<file path="src/rtl/led_pattern_seq.sv">
// LED pattern sequencer: synchronises the divided step clock, mode and pause switches into clk_in
// and advances one of four LED patterns (chase, bounce, fill, blink) per detected step_clk rising edge.
module led_pattern_seq #(
  parameter int N_LEDS = 8
) (
  input  logic              clk_in,
  input  logic              rst,
  input  logic              step_clk,
  input  logic [1:0]        mode,
  input  logic              pause,
  output logic [N_LEDS-1:0] led_out,
  output logic              step_tick
);

  localparam int CW = $clog2(N_LEDS + 1);

  typedef enum logic [1:0] {
    CHASE  = 2'b00,
    BOUNCE = 2'b01,
    FILL   = 2'b10,
    BLINK  = 2'b11
  } pat_e;

  function automatic logic [N_LEDS-1:0] init_pat(input pat_e p);
    logic [N_LEDS-1:0] v;
    v = N_LEDS'(1);
    if (p == BLINK) begin
      for (int i = 0; i < N_LEDS; i++) v[i] = ((i % 2) == 0);
    end
    return v;
  endfunction

  // Computed one bit wider so cnt == N_LEDS yields all ones without overflow.
  function automatic logic [N_LEDS-1:0] fill_val(input logic [CW-1:0] cnt);
    logic [N_LEDS:0] w;
    w = {{N_LEDS{1'b0}}, 1'b1} << cnt;
    w = w - {{N_LEDS{1'b0}}, 1'b1};
    return w[N_LEDS-1:0];
  endfunction

  logic              s1_q, s2_q, s3_q, s1_d, s2_d, s3_d;
  logic [1:0]        m1_q, m2_q, m1_d, m2_d;
  logic              p1_q, p2_q, p1_d, p2_d;
  pat_e              mode_q, mode_d;
  logic [N_LEDS-1:0] led_q, led_d;
  logic              dir_left_q, dir_left_d;
  logic [CW-1:0]     cnt_q, cnt_d;
  logic              tick_q, tick_d;
  logic              step, reload;

  always_comb begin
    s1_d = step_clk;
    s2_d = s1_q;
    s3_d = s2_q;
    m1_d = mode;
    m2_d = m1_q;
    p1_d = pause;
    p2_d = p1_q;
  end

  always_comb begin
    mode_d     = mode_q;
    led_d      = led_q;
    dir_left_d = dir_left_q;
    cnt_d      = cnt_q;
    tick_d     = 1'b0;
    step       = s2_q & ~s3_q;
    reload     = (m2_q != mode_q);

    // A reload swallows any step landing in the same cycle.
    if (reload) begin
      mode_d     = pat_e'(m2_q);
      led_d      = init_pat(pat_e'(m2_q));
      dir_left_d = 1'b1;
      cnt_d      = CW'(1);
    end else if (step && !p2_q) begin
      tick_d = 1'b1;
      case (mode_q)
        CHASE: led_d = {led_q[N_LEDS-2:0], led_q[N_LEDS-1]};
        BOUNCE: begin
          if (dir_left_q) begin
            if (led_q[N_LEDS-1]) begin
              led_d      = led_q >> 1;
              dir_left_d = 1'b0;
            end else begin
              led_d = led_q << 1;
            end
          end else begin
            if (led_q[0]) begin
              led_d      = led_q << 1;
              dir_left_d = 1'b1;
            end else begin
              led_d = led_q >> 1;
            end
          end
        end
        FILL: begin
          cnt_d = (cnt_q == CW'(N_LEDS)) ? '0 : cnt_q + CW'(1);
          led_d = fill_val(cnt_d);
        end
        BLINK: led_d = ~led_q;
        default: led_d = led_q;
      endcase
    end
  end

  always_ff @(posedge clk_in or posedge rst) begin
    if (rst) begin
      s1_q       <= 1'b0;
      s2_q       <= 1'b0;
      s3_q       <= 1'b0;
      m1_q       <= 2'b00;
      m2_q       <= 2'b00;
      p1_q       <= 1'b0;
      p2_q       <= 1'b0;
      mode_q     <= CHASE;
      led_q      <= N_LEDS'(1);
      dir_left_q <= 1'b1;
      cnt_q      <= CW'(1);
      tick_q     <= 1'b0;
    end else begin
      s1_q       <= s1_d;
      s2_q       <= s2_d;
      s3_q       <= s3_d;
      m1_q       <= m1_d;
      m2_q       <= m2_d;
      p1_q       <= p1_d;
      p2_q       <= p2_d;
      mode_q     <= mode_d;
      led_q      <= led_d;
      dir_left_q <= dir_left_d;
      cnt_q      <= cnt_d;
      tick_q     <= tick_d;
    end
  end

  assign led_out   = led_q;
  assign step_tick = tick_q;

endmodule

</file>
<file path="config.mk">
export PLATFORM = sky130hd
export DESIGN_NAME = led_pattern_seq
export DESIGN_NICKNAME = d
export VERILOG_FILES = /design/src/rtl/led_pattern_seq.sv
export SDC_FILE = /design/constraint.sdc
export NUM_CORES = 1
export LEC_CHECK = 0
export CAP_MARGIN = 20
export CORE_MARGIN = 1
export CORE_UTILIZATION = 52
export CTS_CLUSTER_DIAMETER = 50
export CTS_CLUSTER_SIZE = 28
export DETAILED_ROUTE_END_ITERATION = 16
export PLACE_DENSITY = 0.85
export SLEW_MARGIN = 15
export SYNTH_ARGS = -nofsm -noshare
export SYNTH_HDL_FRONTEND = slang
export SYNTH_SLANG_ARGS = --single-unit
</file>
<file path="constraint.sdc">
create_clock -name clk_in -period 2.5 [get_ports clk_in]
set_clock_uncertainty 0.15 [all_clocks]
set_input_delay 0.5 -clock clk_in [delete_from_list [all_inputs] [get_ports clk_in]]
set_output_delay 0.5 -clock clk_in [all_outputs]
set_load 0.02 [all_outputs]
</file>
==> results of run 1 <==
## worst max-delay path, stage by stage (launching register included)
cell     delay, ns
dfstp_2       0.61
inv_1         0.10
ha_4          0.34
nor3_1        0.06
nand2_1       0.18
ha_4          0.19
o41ai_2       0.09
or4b_1        0.50
nand4_1       0.11
## metrics by stage
stage	instance area [um^2]	utilization [%]	hold WS [ns]	setup slack (ns)	cells
after floorplan	1830	-	0.181	0.0143	210
after global placement	2050	61.6	0.184	0.112	268
after detailed placement	2050	61.6	0.186	0.0371	268
after CTS	2090	62.5	0.222	0.0000335	272
after global routing	2120	63.4	0.229	0.0310	273
final	2120	63.4	0.219	0.114	273
## cells in the mapped netlist (all sizes together), types with 2 or more instances
library cell  count
a211oi            3
a21o              2
a21oi            15
a221o             2
a311oi            3
a31oi             4
and2              3
and3              4
buf              12
clkbuf            5
dfrtp            22
dfstp             3
ha                5
inv               9
mux2i             3
nand2            20
nand2b            4
nand3             7
nand4             2
nor2             22
nor2b             3
nor3              7
nor3b             4
o2111ai           2
o211ai            2
o21ai            14
o221ai            3
o22a              2
o22ai             2
o311ai            2
o31ai             2
xnor2             2
## layer usage
layer / vias up / routed length [um]
met3: 21 / 419
met2: 121 / 2040
met1: 817 / 1800
met4: 0 / 150
li1: 805 / -
met5: - / 0
## where the power goes
part / internal (W) / leakage [nW] / switching, W
Sequential: 0.000422 / 0.308 / 0.0000256
Clock: 0.0000656 / 0.0183 / 0.000145
Combinational: 0.0000637 / 0.533 / 0.0000796
Total: 0.000552 / 0.860 / 0.000250
## state kept, by name, indices dropped and copies added (netlist names)
register / cells
step_tick: 1
s3_q: 1
led_out: 8
cnt_q: 4
mode_q: 2
s2_q: 1
p2_q: 1
s1_q: 1
dir_left_q: 1
m2_q: 2
m1_q: 2
p1_q: 1
## worst paths after layout
| path | startpoint | endpoint | slack (ns) |
|---|---|---|---|
| max | cnt_q[0] | led_out[6] | 0.11 |
| min | p1_q | p2_q | 0.22 |
| max reg2reg | cnt_q[0] | led_out[6] | 0.11 |
| min reg2reg | p1_q | p2_q | 0.22 |
| max in group asynchronous | rst | cnt_q[0] | 1.58 |
| min in group asynchronous | rst | p2_q | 0.33 |
## logic make-up (layout without fill, tap and decap cells)
logic type,after synthesis,count (layout)
AOI/OAI and AO/OA,69,69
xor gates and xnor gates,2,2
adders and majority gates,5,5
buffers and inverters,26,43
DFF,25,25
muxes,3,3
and+or+nand+nor,80,80
## layout by cell type (no fill, tap or decap), types with 3 or more instances in the layout
master,Yosys,final
mux2i_1,3,3
nand2_1,20,19
buf_4,0,16
nor3b_1,3,3
inv_1,9,9
and3_1,4,4
a21oi_1,14,14
nand3_1,5,5
nor3_1,7,7
clkdlybuf4s50_1,0,14
a31oi_1,4,4
o21ai_1,3,3
clkbuf_4,0,3
dfstp_2,3,3
nor2_1,21,21
o21ai_0,10,10
and2_1,3,3
dfrtp_1,22,22
nand2b_1,4,4
o221ai_1,3,3
## repair_timing
action | 4_1_cts | 5_1_grt
endpoints found under the setup margin | 0 | 4
resized for setup | 0 | 5
hold buffers | 0 | 0
buffers inserted | 0 | 1
endpoints found under the hold margin | 0 | 0
## cell type report
cell class | count | area [um^2]
well taps | 46 | 57.6
inverters | 9 | 33.8
flip-flops and latches | 25 | 629
clock inverters | 1 | 8.76
fillers | 280 | 1220
multi-input cells | 159 | 1100
repair buffers | 30 | 260
clock buffers | 3 | 22.5
==> flow_metrics.env, run 1 <==
export IMPL_outcome="completed"
export IMPL_synthAdderAreaFrac_pct=3.47
export IMPL_yosysUniqueCellTypes=61
export IMPL_wl_mm=4.41
export IMPL_routed_via_density=6.46
export IMPL_cts_tree="done"
export IMPL_syn_nets=221
export IMPL_start_util_pct=54.0
export IMPL_dr_total_vias=1764
export IMPL_synthArstFlopShare_pct=100
export IMPL_grtUsageMet2_pct=39.9
export IMPL_worstMarginPinSlew_ns=0.512
export IMPL_synth_ff_latch_count=25
export IMPL_met1_usage_pct=36.5
export IMPL_firstDrtPassIters=5
export IMPL_clk_path_buf_depth=2
export IMPL_core_mm2=0.00334
export IMPL_yosys_top_cells_area="dfrtp_1 31%, dfstp_2 4.4%, nor2_1 4.4%"
export IMPL_root_buffer="clkbuf_4"
export IMPL_cp_end_kind="register"
export IMPL_grt_overflow=0
export IMPL_yosys_area_share_simple_pct=24.2
export IMPL_synthMuxAreaShare_pct=1.67
export IMPL_synth_edff_count=0
export IMPL_synth_top_cell_by_area="dfrtp_1"
export IMPL_cts_max_level=1
export IMPL_grt_max_degree=26
export IMPL_finalMaxSlewViolations=0
export IMPL_arrival_ns=2.52
export IMPL_hold_viol=0
export IMPL_cap_viol_max_count=0
export IMPL_synth_top_family_by_area="compound AO/OA/AOI/OAI gates"
export IMPL_synthFlopType="dfrtp_1"
export IMPL_die_area_mm2=0.00371
export IMPL_crit_type="register to register"
export IMPL_gp_congestion=0.990
export IMPL_diodes=0
export IMPL_clock_sinks=25
export IMPL_ys_seq_area_share_pct=34.9
export IMPL_grt_pass1_vias=1459
export IMPL_tns_ns=0
export IMPL_power_w=0.000802
export IMPL_p_per_area_mw_per_mm2=379
export IMPL_numCtsBuffers=3
export IMPL_fmax_mhz=419
export IMPL_period_needed_ns=2.39
export IMPL_drc_errors=0
export IMPL_path_clk_slew_ns=0.16
export IMPL_peakVddDrop_mv=0.315
export IMPL_area_growth_pct=17.4
export IMPL_reg2reg_depth=8
export IMPL_cp_start_kind="register"
export IMPL_drt_initial_drc_count=170
export IMPL_p_leak_nw=0.860
export IMPL_die_y_um=60.9
export IMPL_grt_pass1_wl_mm=6.91
export IMPL_grt_usage_pct=25.8
export IMPL_syn_inst=210
export IMPL_required_ns=2.63
export IMPL_synth_compound_area_share_pct=28.3
export IMPL_port_buffers=14
export IMPL_ant_nets=0
export IMPL_die_x_um=60.9
export IMPL_synth_top_area_share_pct=30.5
export IMPL_grtUsageMet3_pct=4.26
export IMPL_antenna_found_initial=0
export IMPL_cp_max_fo=7
export IMPL_min_path_type="register to register"
export IMPL_fin_nets=239
export IMPL_busiest_layer="met2"
export IMPL_synth_warnings=0
export IMPL_yosys_area_share_xor_xnor_pct=0.972
export IMPL_whs_path_depth=0
export IMPL_rsz0062_at_grt="false"
export IMPL_syn_area_per_cell_um2=8.59
export IMPL_drive_gt1_share_pct=18.1
export IMPL_setup_violations=0
export IMPL_clkLatencyLatePin_ns=0.34
export IMPL_max_slew_margin_pct=65.9
export IMPL_fin_crit_sh_pct=95.4
export IMPL_netlist_area_mm2=0.00180
export IMPL_io_pins=15
export IMPL_wl_per_cell_um=16.1
export IMPL_rows=21
export IMPL_place_hpwl_mm=3.27
Note: power is estimated with default switching activity, not from simulation.
==> inputs of run 2 (changes only) <==
- CAP_MARGIN: 20 -> 15
- MAX_ROUTING_LAYER: not set -> met4
==> run 2 against run 1 <==
Net effect: maximum frequency rose by 0.33%; critical path type unchanged; total power fell by 2.2%; largest cell class unchanged; sequential cell count is the same; first-iteration DRC count did not move; setup slack improved by 0.0078 ns; clock power down 7%; sequential power barely moved; register-to-register slack hardly changed; clock-buffer cell count unchanged; wire length decreased by 4.2%.
==> flow_metrics.env, run 2 (synthesis results as in run 1) <==
export IMPL_routed_via_density=6.35
export IMPL_largest_reg_flops=8
export IMPL_diodes=0
export IMPL_cap_viol_max_count=0
export IMPL_power_w=0.000784
export IMPL_cts_hold_buf=0
export IMPL_clock_sinks=25
export IMPL_drt_initial_drc_count=170
export IMPL_numCtsBuffers=3
export IMPL_gp_congestion=0.930
export IMPL_ant_nets=0
export IMPL_cts_tree="done"
export IMPL_pre_cts_slack_ns=0.0749
export IMPL_max_slew_margin_pct=67.1
export IMPL_cp_top_family="simple AND/OR/NAND/NOR gates"
export IMPL_port_buffers=14
export IMPL_antenna_found_initial=0
export IMPL_fin_nets=237
export IMPL_grt_max_degree=26
export IMPL_tns_ns=0
export IMPL_reg2reg_depth=8
export IMPL_arrival_ns=2.51
export IMPL_worst_slack_ns=0.122
export IMPL_firstDrtPassIters=4
export IMPL_required_ns=2.63
export IMPL_finalMaxSlewViolations=0
export IMPL_die_y_um=60.9
export IMPL_grt_usage_pct=26.1
export IMPL_clkLatencyLatePin_ns=0.33
export IMPL_p_per_area_mw_per_mm2=377
export IMPL_outcome="completed"
export IMPL_min_path_type="register to register"
export IMPL_root_buffer="clkbuf_4"
export IMPL_hold_viol=0
export IMPL_path_clk_slew_ns=0.15
export IMPL_fmax_mhz=420
export IMPL_crit_buf_inv=1
export IMPL_area_growth_pct=15.4
export IMPL_period_needed_ns=2.38
export IMPL_crit_type="register to register"
export IMPL_grt_overflow=0
export IMPL_crit_slowest_cell="dfstp_2"
export IMPL_fin_crit_sh_pct=95.1
export IMPL_worstMarginPinSlew_ns=0.493
export IMPL_place_hpwl_mm=3.19
export IMPL_mostFrequentLayoutCell="dfrtp_1"
export IMPL_p_leak_nw=0.847
export IMPL_final_cell_mix="22 x dfrtp_1, 21 x nor2_1, 19 x nand2_1"
export IMPL_dr_total_vias=1721
export IMPL_cp_end_kind="register"
export IMPL_cp_start_kind="register"
export IMPL_io_pins=15
export IMPL_grt_pass1_vias=1553
export IMPL_grt_pass1_wl_mm=6.99
export IMPL_setup_violations=0
export IMPL_clk_path_buf_depth=2
export IMPL_drc_errors=0
export IMPL_cp_num_cells=8
export IMPL_core_mm2=0.00334
export IMPL_cts_max_level=1
export IMPL_start_util_pct=54.0
export IMPL_peakVddDrop_mv=0.410
export IMPL_die_area_mm2=0.00371
export IMPL_die_x_um=60.9
export IMPL_rsz0062_at_grt="false"
export IMPL_wl_per_cell_um=15.6
export IMPL_wl_mm=4.22
export IMPL_drive_gt1_share_pct=16.0
export IMPL_rows=21
export IMPL_cp_slowest_stage_delay_ns=0.59
export IMPL_worstPathCellList="inv_1 > ha_4 > nor3_1 > nand2_1 > ha_1 > o41ai_2 > or4b_1 > nand4_1"
export IMPL_whs_path_depth=0
export IMPL_cp_max_fo=7
run 2: what timing repair did:
action / CTS / global route
gates resized for setup: 0 / 2
setup endpoints to repair: 1 / 1
pin swaps: 0 / 2
setup buffers: 1 / 0
run 2: path summary, 6_finish.rpt:
path                       slack, ns    endpoint      from
hold / removal                  0.22     m2_q[0]   m1_q[0]
hold reg to reg                 0.22     m2_q[0]   m1_q[0]
min in group asynchronous       0.34   mode_q[0]       rst
max in group asynchronous       1.57    cnt_q[0]       rst
setup reg to reg                0.12  led_out[6]  cnt_q[0]
setup / recovery                0.12  led_out[6]  cnt_q[0]
run 2: per-stage QoR:
step | area (um^2) | util (%) | hold slack [ns] | cells
after floorplan | 1830 | - | 0.181 | 210
after global placement | 2040 | 61.1 | 0.184 | 266
after detailed placement | 2040 | 61.1 | 0.192 | 266
after CTS | 2080 | 62.3 | 0.227 | 271
after global routing | 2080 | 62.4 | 0.229 | 271
final | 2080 | 62.4 | 0.220 | 271
run 2: worst register-to-register path: cells and delay by family, from the launching register on:
family          cells  cell delay [ns]
compound gates      1             0.13
fa+ha+maj           2             0.60
buf+inv             1             0.09
flops               1             0.59
simple gates        4             0.77
run 2: power breakdown:
part | internal [W] | switching (W) | total (W)
clock | 0.0000653 | 0.000130 | 0.000196
combinational | 0.0000626 | 0.0000785 | 0.000141
sequential | 0.000422 | 0.0000251 | 0.000447
total | 0.000550 | 0.000234 | 0.000784
run 2: area by class of cell:
cell class / instances / area, um^2
inverter: 9 / 33.8
clock buffer: 3 / 22.5
sequential: 25 / 629
tap: 46 / 57.6
fill: 280 / 1260
multi-input combinational: 159 / 1080
clock inverter: 1 / 8.76
timing repair buffer: 28 / 245
run 2: layer usage:
metal,up-vias,part of all wire (%),global-route usage [%]
li1,804,-,-
met4,0,1.5,6.49
met5,-,0,-
met3,10,7.6,4.05
met1,816,43,35.1
met2,91,48,41.4
